### config.mk
export PLATFORM = sky130hd
export DESIGN_NAME = sr_latch_writer
export DESIGN_NICKNAME = d
export VERILOG_FILES = /design/src/rtl/sr_latch_pkg.sv /design/src/rtl/sr_latch_writer_sync.sv /design/src/rtl/sr_latch_writer.sv
export SDC_FILE = /design/constraint.sdc
export NUM_CORES = 1
export LEC_CHECK = 0
export ABC_AREA = 1
export BUFFER_PORTS_ARGS = -buffer_cell sky130_fd_sc_hd__buf_2
export CAP_MARGIN = 25
export CORE_ASPECT_RATIO = 1.2
export CORE_MARGIN = 5
export CORE_UTILIZATION = 39
export DETAILED_ROUTE_END_ITERATION = 12
export GPL_TIMING_DRIVEN = 0
export RECOVER_POWER = 25
export SLEW_MARGIN = 10
export SYNTH_ARGS = -nofsm -noshare
export SYNTH_HDL_FRONTEND = slang
export SYNTH_HIERARCHICAL = 1
export SYNTH_SLANG_ARGS = --single-unit
export TNS_END_PERCENT = 20
### constraint.sdc
create_clock -name clk -period 3.65 [get_ports clk]
set_clock_uncertainty 0.05 [all_clocks]
set_input_delay 0 -clock clk [delete_from_list [all_inputs] [get_ports clk]]
set_output_delay 0 -clock clk [all_outputs]
set_load 0.005 [all_outputs]
### src/rtl/sr_latch_pkg.sv
// Shared types and helpers for the SR latch writer.
`timescale 1ns/1ps
package sr_latch_pkg;

   typedef enum logic [1:0] {
      IDLE   = 2'd0,
      PULSE  = 2'd1,
      SETTLE = 2'd2,
      DONE   = 2'd3
   } state_t;

   // Bits needed to hold the values 0 .. n-1 (never less than one bit).
   function automatic int cnt_width(input int n);
      return (n <= 2) ? 1 : $clog2(n);
   endfunction

   // Legal parameter ranges for the writer.
   function automatic bit params_legal(input int pulse_cycles,
                                       input int timeout_cycles,
                                       input int sync_stages);
      return (pulse_cycles >= 1) && (timeout_cycles >= 1) && (sync_stages >= 2);
   endfunction

endpackage

### src/rtl/sr_latch_writer_sync.sv
// Multi-flop synchronizer for a single asynchronous bit.
`timescale 1ns/1ps
module bit_synchronizer #(
   parameter int STAGES = 2
) (
   input  logic clk,
   input  logic rst_n,
   input  logic d,
   output logic q
);

   logic [STAGES-1:0] sync_r;

   // Shift the asynchronous input through the flop chain.
   always_ff @(posedge clk or negedge rst_n) begin
      if (!rst_n) begin
         sync_r <= '0;
      end else begin
         sync_r <= {sync_r[STAGES-2:0], d};
      end
   end

   assign q = sync_r[STAGES-1];

endmodule

### src/rtl/sr_latch_writer.sv
// Clocked set/reset pulse driver for an external NOR latch with readback.
`timescale 1ns/1ps
module sr_latch_writer #(
   parameter int PULSE_CYCLES   = 2,
   parameter int TIMEOUT_CYCLES = 8,
   parameter int SYNC_STAGES    = 2
) (
   input  logic clk,
   input  logic rst_n,
   input  logic req_valid,
   input  logic req_value,
   output logic req_ready,
   output logic latch_set,
   output logic latch_reset,
   input  logic latch_q,
   input  logic latch_qn,
   output logic done_valid,
   output logic done_error,
   output logic err_forbidden
);
   import sr_latch_pkg::*;

   localparam int PW = cnt_width(PULSE_CYCLES);
   localparam int TW = cnt_width(TIMEOUT_CYCLES);
   localparam int SW = cnt_width(SYNC_STAGES + 1);

   localparam logic [PW-1:0] PULSE_LOAD   = PW'(PULSE_CYCLES - 1);
   localparam logic [TW-1:0] TIMEOUT_LOAD = TW'(TIMEOUT_CYCLES - 1);
   localparam logic [SW-1:0] PRIME_DONE   = SW'(SYNC_STAGES);

   if (!params_legal(PULSE_CYCLES, TIMEOUT_CYCLES, SYNC_STAGES)) begin : g_bad_params
      $error("sr_latch_writer: illegal PULSE_CYCLES/TIMEOUT_CYCLES/SYNC_STAGES");
   end

   state_t          state;
   logic            val_r;
   logic [PW-1:0]   pulse_cnt;
   logic [TW-1:0]   timer;
   logic [SW-1:0]   prime_cnt;
   logic            q_s;
   logic            qn_s;
   logic            primed;
   logic            match;

   bit_synchronizer #(.STAGES(SYNC_STAGES)) u_sync_q (
      .clk   (clk),
      .rst_n (rst_n),
      .d     (latch_q),
      .q     (q_s)
   );

   bit_synchronizer #(.STAGES(SYNC_STAGES)) u_sync_qn (
      .clk   (clk),
      .rst_n (rst_n),
      .d     (latch_qn),
      .q     (qn_s)
   );

   // Both synchronizer chains reset to 0, which reads as Q==Qn until real
   // samples have propagated; the forbidden-state check waits for that.
   assign primed    = (prime_cnt == PRIME_DONE);
   assign match     = (q_s == val_r) && (qn_s == ~val_r);
   assign req_ready = (state == IDLE);

   // Write sequencer: accept, pulse, wait for readback, strobe completion.
   always_ff @(posedge clk or negedge rst_n) begin
      if (!rst_n) begin
         state         <= IDLE;
         val_r         <= 1'b0;
         pulse_cnt     <= '0;
         timer         <= '0;
         prime_cnt     <= '0;
         latch_set     <= 1'b0;
         latch_reset   <= 1'b0;
         done_valid    <= 1'b0;
         done_error    <= 1'b0;
         err_forbidden <= 1'b0;
      end else begin
         done_valid <= 1'b0;
         done_error <= 1'b0;
         if (!primed) begin
            prime_cnt <= prime_cnt + SW'(1);
         end
         case (state)
            IDLE: begin
               if (req_valid) begin
                  val_r         <= req_value;
                  pulse_cnt     <= PULSE_LOAD;
                  latch_set     <= req_value;
                  latch_reset   <= ~req_value;
                  err_forbidden <= 1'b0;
                  state         <= PULSE;
               end else if (primed && (q_s == qn_s)) begin
                  err_forbidden <= 1'b1;
               end
            end
            PULSE: begin
               if (pulse_cnt == '0) begin
                  latch_set   <= 1'b0;
                  latch_reset <= 1'b0;
                  timer       <= TIMEOUT_LOAD;
                  state       <= SETTLE;
               end else begin
                  pulse_cnt <= pulse_cnt - PW'(1);
               end
            end
            SETTLE: begin
               if (match) begin
                  done_valid <= 1'b1;
                  state      <= DONE;
               end else if (timer == '0) begin
                  done_valid <= 1'b1;
                  done_error <= 1'b1;
                  state      <= DONE;
               end else begin
                  timer <= timer - TW'(1);
               end
            end
            DONE: begin
               state <= IDLE;
            end
            default: begin
               latch_set   <= 1'b0;
               latch_reset <= 1'b0;
               state       <= IDLE;
            end
         endcase
      end
   end

endmodule

# After elaboration in Yosys (flattened, before gate mapping)
# Index checks and enable logic that the tools add are counted.
[op_classes]
add_sub_neg = 3
n_eq_ne = 12
n_mux = 24
bitwise_logic = 2
reduce_logical = 13
[ops]
columns = ["cell", "count"]
rows = [
  ["1-bit 2-to-1 mux", 12],
  ["3-bit 2-to-1 mux", 3],
  ["2-bit 2-to-1 mux", 4],
  ["2-bit != test, second input constant", 4],
  ["2-bit case mux with 4 select lines", 1],
  ["2-bit equality test, second input constant", 3],
  ["1-bit case mux with 2 select lines", 3],
  ["3-bit case mux with 2 select lines", 1],
  ["2-bit AND reduction", 3],
  ["3-bit AND reduction", 2],
  ["2-bit nonzero test", 3],
  ["4-bit AND reduction", 1],
  ["1-bit equality test", 3],
  ["3-bit zero test", 1],
  ["3-bit != test, second input constant", 1],
  ["3-bit by 1-bit subtractor with 3-bit output, second input constant", 1],
  ["2-bit by 1-bit adder with 2-bit output, second input constant", 1],
  ["2-bit by 1-bit equality test with 1-bit output, second input constant", 1],
  ["1-bit logical AND", 2],
  ["2-bit zero test", 1],
  ["1-bit NOT", 2],
  ["1-bit subtractor, second input constant", 1],
]
[totals]
ff_bits = 18
output_inout_bits = 6
elab_cells = 66

# Depth between registers and ports, before layout
# Gate-level depths: netlist (run 1).
[depth]
word_depth = 5
mapped_depth = 8

# Modules after synthesis
# Netlist (run 1), hierarchy kept.
[modules_own_cells]
columns = ["mod", "instances", "cells_per_inst", "area_per_inst_um2", "seq_area_each_um2"]
rows = [
  ["sr_latch_writer", 1, 96, 778.2, 350.3],
  ["bit_synchronizer", 2, 2, 50.0, 50.0],
]

# Worst setup path after synthesis (run 1)
# No wires, ideal clock.
[synth_path]
path_type = "flip-flop to flip-flop"
from = "reg state[0]"
to = "reg state[1]"
arrival_time_ps = 1139
required_time_ps = 3483
slack_ps = 2344
stages_incl_launch_ff = 9
synth_period_minus_slack_ps = 1306
cell_sequence = "dfrtp_1 -> inv_1 -> ha_1 -> inv_2 -> nor2_2 -> a21oi_1 -> nand2_2 -> nand2_1 -> nand2_1"
[synth_via]
elab_chain_len = 3
[synth_lines]
columns = ["item", "line", "source"]
rows = [
  ["from (decl)", "sr_latch_writer.sv:35", "state_t state;"],
  ["from (signal assigned)", "sr_latch_writer.sv:68", "state <= IDLE;"],
  ["from (signal assigned)", "sr_latch_writer.sv:92", "state <= PULSE;"],
  ["from (signal assigned)", "sr_latch_writer.sv:102", "state <= SETTLE;"],
  ["2-bit zero test *", "-", ""],
  ["named net req_ready", "sr_latch_writer.sv:12", "output logic req_ready,"],
  ["2-bit != test (no source line)", "-", ""],
  ["3-bit AND reduction (no source line)", "-", ""],
]
# Mark *: on every way through the listed nets, which the timed path passes. The rest lies on a longest branch.
# A chain may end at the register's enable or synchronous reset.

# Worst setup path after layout (run 1)
[layout_path]
from = "reg state[0]"
to = "reg state[0]"
[layout_via]
elab_chain_len = 3
[layout_lines]
columns = ["item", "line", "source"]
rows = [
  ["2-bit equality test (tied with other cells)", "sr_latch_writer.sv:84", "case (state)"],
  ["3-bit != test (no source line) / 2-bit != test (equally long branches)", "-", ""],
  ["3-bit AND reduction (no source line)", "-", ""],
]
# Several ways; a longest one is shown, not always the timed one.

==> results.md, run 1 <==
- Status: finished clean
- Hold crit path type: in -> reg
- Final hold vios: 0
- Nets: 133
- Num CTS Buffers: 3
- Die area: 3310 um^2
- Clock transition at path regs: ~110 ps
- Hold Path Depth: 2
- Detailed Route WL: 1.51 mm
- CTS Root Buffer Type: clkbuf_4
- Layout area overhead: 20.2%
- DR pass1 iterations: 3
- Crit path DAT: between 1500 and 2000 ps
- Syn_nets: about 110
- Via density: approximately 4.5
- Final setup viols: 0
- Critical path cell sequence: inv_1 -> ha_1 -> inv_2 -> nor2_2 -> a21oi_1 -> nand2_2 -> nand2_1 -> nand2_1
- Bufs on Longest Clock Path: 2
- Max-cap viol count: 0
- Pwr per Cell Area: about 780 nW/um^2
- RePlAce Congestion: between 0.7 and 0.8
- HPWL Detailed: approximately 1.1 mm
- Peak VDD IR: around 440 uV
- WS Path Type: reg -> reg
- Critical path's largest stage delay: 390 ps
- R2R Path Start: state[0]$_DFFE_PN0P_
- Floorplan Core Area: 2120 um^2
- TritonCTS clock tree: done
- Startpoint types: register
- Final antenna-violating net count: 0
- Slowest cell on crit path: dfrtp_1
- RSZ-0062 raised after global routing: false
- Worst Hold Path EP: u_sync_qn/sync_r[0]$_DFF_PN0_
- Worst-Skew Late Latency: 300 ps
- Ys Warns: 6
- Maximum clock rate: between 600 and 700 MHz
- Die Span Y: approximately 62 um
- H-tree lvl count: 1
- Post-DR wirelength/cell: ~10 um
- Initial antenna violation count: 0
- Post-CTS Setup Inserts: 0
- Rows: 18
- Yosys cell types: 17
- DR iter-0 viols: 16
- Critical Path RT: approximately 3800 ps
- Seq. cell area: about 450 um^2
- Leakage power: 0.572 nW
- Cell count after placement: roughly 140
- Period utilisation layout: about two fifths
- Setup TNS: 0 ps
- DRC violations left: 0
- Horiz. Die Dim: between 50 and 60 um
- Starting Density: between 40% and 50%
- Area of the multi-input gates: between 300 and 400 um^2
- Fill cells: between 200 and 250
- Io pins: 12
- Worst-path fanout max: 5
- Non-filler cells, final: 150
- #FFs+latches synth: 18
- First-pass GRT wire length: about 2.6 mm
- PortBufs: 11
- Reg2reg path depth: 8
- Layout cells sized above 1: between 20% and 30%
- Max-slew headroom: a little under two fifths
- HP Start: latch_qn
- Crit path top cell by count: nand2_1
- Endpoint class of the critical path: register
- Largest net degree at the start of global routing: 19
- Final Critical Period: between 1000 and 1500 ps
- Fin util: between 40% and 50%
- Vias in the first global route: 641
- Syn_area_per_cell: approximately 9 um^2
- Cell area after synthesis: between 800 and 900 um^2
- GRT Util Overall: between 10 and 15%
- Slew Viols, Final: 0
- # hold bufs at CTS: 5
- Post-cts resize count: 0
- Final antenna diode count: 0
- Post-synthesis sequential area ratio: 51.3%
- Least-Margin Pin Slew: about 940 ps
- Final worst setup slack: 2180 ps
- Synth Instances: 100
- Clock Sinks: 18
- Worst reg-to-reg setup slack: 2180 ps
- Grt ovf: 0
- Via count: between 600 and 700
- Reg-to-reg endpoint: state[0]$_DFFE_PN0P_
- Setup WS pre-CTS: between 2000 and 2500 ps
-- report_power, final --
group	internal (W)	leakage, nW	switching [W]
Clock	0.0000608	0.0210	0.0000631
Combinational	0.000158	0.334	0.000233
Sequential	0.000265	0.217	0.0000393
-- state kept, by name, indices dropped and copies added, names as in the netlist, 2 cells and up --
name	count
u_sync_q/sync_r	2
prime_cnt	2
u_sync_qn/sync_r	2
state	2
timer	3
-- layer usage --
layer | up-vias | track usage [%] | wire length (um)
met5 | - | 0 | 0
met2 | 10 | 19.4 | 733
met4 | 0 | 6.57 | 19
li1 | 352 | - | -
met1 | 304 | 12.9 | 705
met3 | 2 | 2.15 | 56
-- stage by stage --
step / power (W) / instance area, um^2 / hold WS (ps)
after floorplan: 0.000605 / 878 / -346
after global placement: 0.000691 / 971 / -98.6
after detailed placement: 0.000701 / 971 / -98.0
after CTS: 0.000833 / 1060 / 115
after global routing: 0.000908 / 1060 / 307
final: 0.000819 / 1060 / 292
-- synth_stat cells --
cell / count / area [um^2]
nand3_1: 9 / 45.0
a21oi_2: 1 / 8.76
nor2_2: 2 / 12.5
nor2_4: 1 / 11.3
dfrtp_1: 18 / 450
inv_2: 2 / 7.51
nand4_1: 1 / 6.26
o22ai_1: 1 / 6.26
nand2_2: 4 / 25.0
inv_1: 15 / 56.3
o21ai_2: 1 / 8.76
nor2_1: 2 / 7.51
ha_1: 6 / 75.1
a21oi_1: 2 / 10.0
nand2_1: 28 / 105
o21ai_0: 5 / 25.0
xnor2_1: 2 / 17.5
-- cell type report --
| type | instances | area share [%] |
|---|---|---|
| clock buffers | 4 | 3.44 |
| flip-flops and latches | 18 | 42.7 |
| repair buffers | 16 | 9.83 |
| well taps | 30 | 3.55 |
| inverters | 17 | 6.04 |
| multi-input cells | 65 | 34.5 |
-- cells in the final DEF (no fill, tap or decap) --
master,instances
a21oi_1,2
a21oi_2,1
buf_2,10
clkbuf_1,1
clkbuf_4,3
clkbuf_8,1
dfrtp_1,18
dlygate4sd3_1,5
ha_1,6
inv_1,15
inv_2,2
nand2_1,28
nand2_2,4
nand3_1,9
nand4_1,1
nor2_1,2
nor2_2,2
nor2_4,1
o21ai_0,5
o21ai_2,1
o22ai_1,1
xnor2_1,2
-- worst max-delay path, delay by kind of cell, from the launching register on --
kind / cells / cell delay, ps
simple gates: 4 / 260
compound gates: 1 / 240
buf+inv: 2 / 160
fa+ha+maj: 1 / 270
flops: 1 / 390
-- kinds of logic after synthesis --
kind of cell	synth area share, %
flops	51.3
buf+inv	7.26
xor+xnor	1.99
simple gates	24.2
compound gates	6.70
fa+ha+maj	8.55
-- how the worst max path moves through the flow --
stage / to / startpoint / cells past startpoint
2_1_floorplan: state[1]$_DFFE_PN0P_ / state[0]$_DFFE_PN0P_ / 8
3_3_place_gp: timer[0]$_DFFE_PN0P_ / state[0]$_DFFE_PN0P_ / 7
3_5_place_dp: state[0]$_DFFE_PN0P_ / state[0]$_DFFE_PN0P_ / 8
4_1_cts: state[0]$_DFFE_PN0P_ / state[0]$_DFFE_PN0P_ / 8
5_1_grt: state[0]$_DFFE_PN0P_ / state[0]$_DFFE_PN0P_ / 8
6_report: state[0]$_DFFE_PN0P_ / state[0]$_DFFE_PN0P_ / 8
(Power assumes the default switching activity.)
==> run 2, diff against run 1 <==
==> constraint.sdc (replaced) <==
create_clock -name clk -period 1.4 [get_ports clk]
set_clock_uncertainty 0.05 [all_clocks]
set_input_delay 0 -clock clk [delete_from_list [all_inputs] [get_ports clk]]
set_output_delay 0 -clock clk [all_outputs]
set_load 0.005 [all_outputs]
==> results.md, run 2 (synthesized netlist as in run 1, its figures left out) <==
- Status: finished clean
- Initial antenna violation count: 0
- Io pins: 12
- WS Path Type: reg -> reg
- PortBufs: 11
- H-tree lvl count: 1
- Largest net degree at the start of global routing: 19
- Starting Density: roughly 41%
- Reg2reg path depth: 8
- Clock transition at path regs: 110 ps
- Commonest cells after routing, fill and taps aside: 27 x nand2_1, 18 x dfrtp_1, 15 x inv_1
- Horiz. Die Dim: around 53 um
- CP top delay family: flip-flops
- Max-cap viol count: 0
- Endpoint class of the critical path: register
- Clock Sinks: 18
- CTS Root Buffer Type: clkbuf_4
- Clock power frac: roughly 14%
- Largest register by flop count: timer
- Critical Path RT: around 1600 ps
- Via count: 700
- Layout area overhead: 28.1%
- Critical path's largest stage delay: between 400 and 500 ps
- Final hold vios: 0
- Die area: 3310 um^2
- Rows: 18
- Gate power share: 52.4%
- Crit path DAT: around 1500 ps
- DRC violations left: 0
- Pwr per Cell Area: 2080 nW/um^2
- Cell count after placement: between 100 and 150
- Worst-Skew Late Latency: between 200 and 300 ps
- Max reg flops: 3
- TritonCTS clock tree: done
- Levels on crit path: 8
- Die Span Y: about 62 um
- Hold Path Depth: 2
- Setup WS pre-CTS: -55.0 ps
- HPWL Detailed: roughly 1.1 mm
- Via density: roughly 4.6
- Least-Margin Pin Slew: 943 ps
- Hold crit path type: in -> reg
- Maximum clock rate: about 740 MHz
- Post-DR wirelength/cell: approximately 10 um
- Final antenna-violating net count: 0
- Layout cells sized above 1: roughly a quarter
- Flop pwr share: about a third
- Nets: between 100 and 150
- Final Critical Period: roughly 1400 ps
- Final antenna diode count: 0
- First-pass GRT wire length: approximately 2.6 mm
- Period utilisation layout: 96.9%
- Most common cell after layout, fill and taps aside: nand2_1
- Vias in the first global route: approximately 650
- Area after DPL: 971 um^2
- Slowest cell on crit path: dfrtp_1
- Final worst setup slack: between 40 and 50 ps
- Critical path cell sequence: buf_4 -> ha_4 -> nand2_2 -> o21ai_2 -> nor2_4 -> nand2_2 -> nand2_1 -> nand2_1
- RSZ-0062 raised after global routing: true
- Peak VDD IR: around 1300 uV
- Startpoint types: register
- DR iter-0 viols: 16
- Leakage power: between 0.5 and 0.6 nW
- Max-slew headroom: between 30 and 40%
- DR pass1 iterations: 4
- Grt ovf: 0
- Final setup viols: 0
- Fill cells: 207
- Post-route cell area: between 1000 and 1500 um^2
- Floorplan Core Area: about 2100 um^2
- Detailed Route WL: roughly 1.6 mm
- Worst path buffer plus inverter count: 1
- Worst reg-to-reg setup slack: between 40 and 50 ps
- GRT Util Overall: about 11%
- RePlAce Congestion: between 0.7 and 0.8
- P_sw: 0.000957 W
- Hold slack: 296 ps
- Bufs on Longest Clock Path: 2
- Switching Share: between 40% and 50%
- Num CTS Buffers: 3
- Non-filler cells, final: roughly 150
- Worst-path fanout max: 5
- Slew Viols, Final: 0
- P_int: ~0.0014 W
==> run 2: cell count changes in the layout (fill, tap and decap cells not counted), moves of 2 or more <==
cell,before,now
nor2_4,1,3
ha_4,0,3
buf_4,0,2
ha_1,6,3
nor2_2,2,0
==> run 2: final timing paths <==
kind / startpoint / to
max: state[0]$_DFFE_PN0P_ / timer[0]$_DFFE_PN0P_
min reg2reg: u_sync_qn/sync_r[0]$_DFF_PN0_ / u_sync_qn/sync_r[1]$_DFF_PN0_
min in group asynchronous: rst_n / done_error$_DFF_PN0_
max reg2reg: state[0]$_DFFE_PN0P_ / timer[0]$_DFFE_PN0P_
max in group asynchronous: rst_n / u_sync_qn/sync_r[1]$_DFF_PN0_
min: latch_qn / u_sync_qn/sync_r[0]$_DFF_PN0_
==> run 2: layout make-up <==
cell class                 count  area, um^2  share of cell area (%)
tap                           30        37.5                    3.34
sequential                    18         450                    40.0
multi-input combinational     65         418                    37.2
clock buffer                   4        36.3                    3.23
timing repair buffer          18         119                    10.6
inverter                      17        63.8                    5.67
==> run 2: layer usage <==
metal / wire length [um] / up-vias / part of all wire [%] / track usage, %
met5: 0 / - / 0 / 0
met4: 38 / 0 / 2.4 / 6.57
met3: 64 / 4 / 4.1 / 2.15
met2: 769 / 14 / 49 / 19.4
met1: 695 / 324 / 44 / 12.9
li1: - / 358 / - / -
==> run 2: timing repair <==
action | CTS | global route
pin swaps | 1 | 1
cloned | 0 | 0
hold endpoints to repair | 25 | 0
resized for setup | 6 | 5
hold buffers | 5 | 0
buffers inserted | 0 | 2
setup endpoints to repair | 7 | 7
==> run 2: worst reg2reg max path, delay by kind of cell, from the launching register on <==
kind,cells,cell delay (ps)
adders and majority gates,1,170
and+or+nand+nor,5,400
DFF,1,420
buffers and inverters,1,150
AOI/OAI and AO/OA,1,70
==> run 2: power by group through the flow <==
stage / registers (W) / clock network [W] / logic [W]
floorplan: 0.000791 / 0 / 0.000787
global placement: 0.000798 / 0 / 0.00100
detailed placement: 0.000803 / 0 / 0.00102
CTS: 0.000796 / 0.000334 / 0.00109
global route: 0.000820 / 0.000358 / 0.00139
finish: 0.000794 / 0.000319 / 0.00123
==> run 2: through the flow <==
stage | TNS, ps | util, % | total power (W)
3_3_place_gp | -74.8 | 45.9 | 0.00180
2_1_floorplan | 0 | - | 0.00158
6_report | 0 | 53.1 | 0.00234
3_5_place_dp | -250 | 45.9 | 0.00183
4_1_cts | 0 | 50.7 | 0.00222
5_1_grt | -79.3 | 53.1 | 0.00257
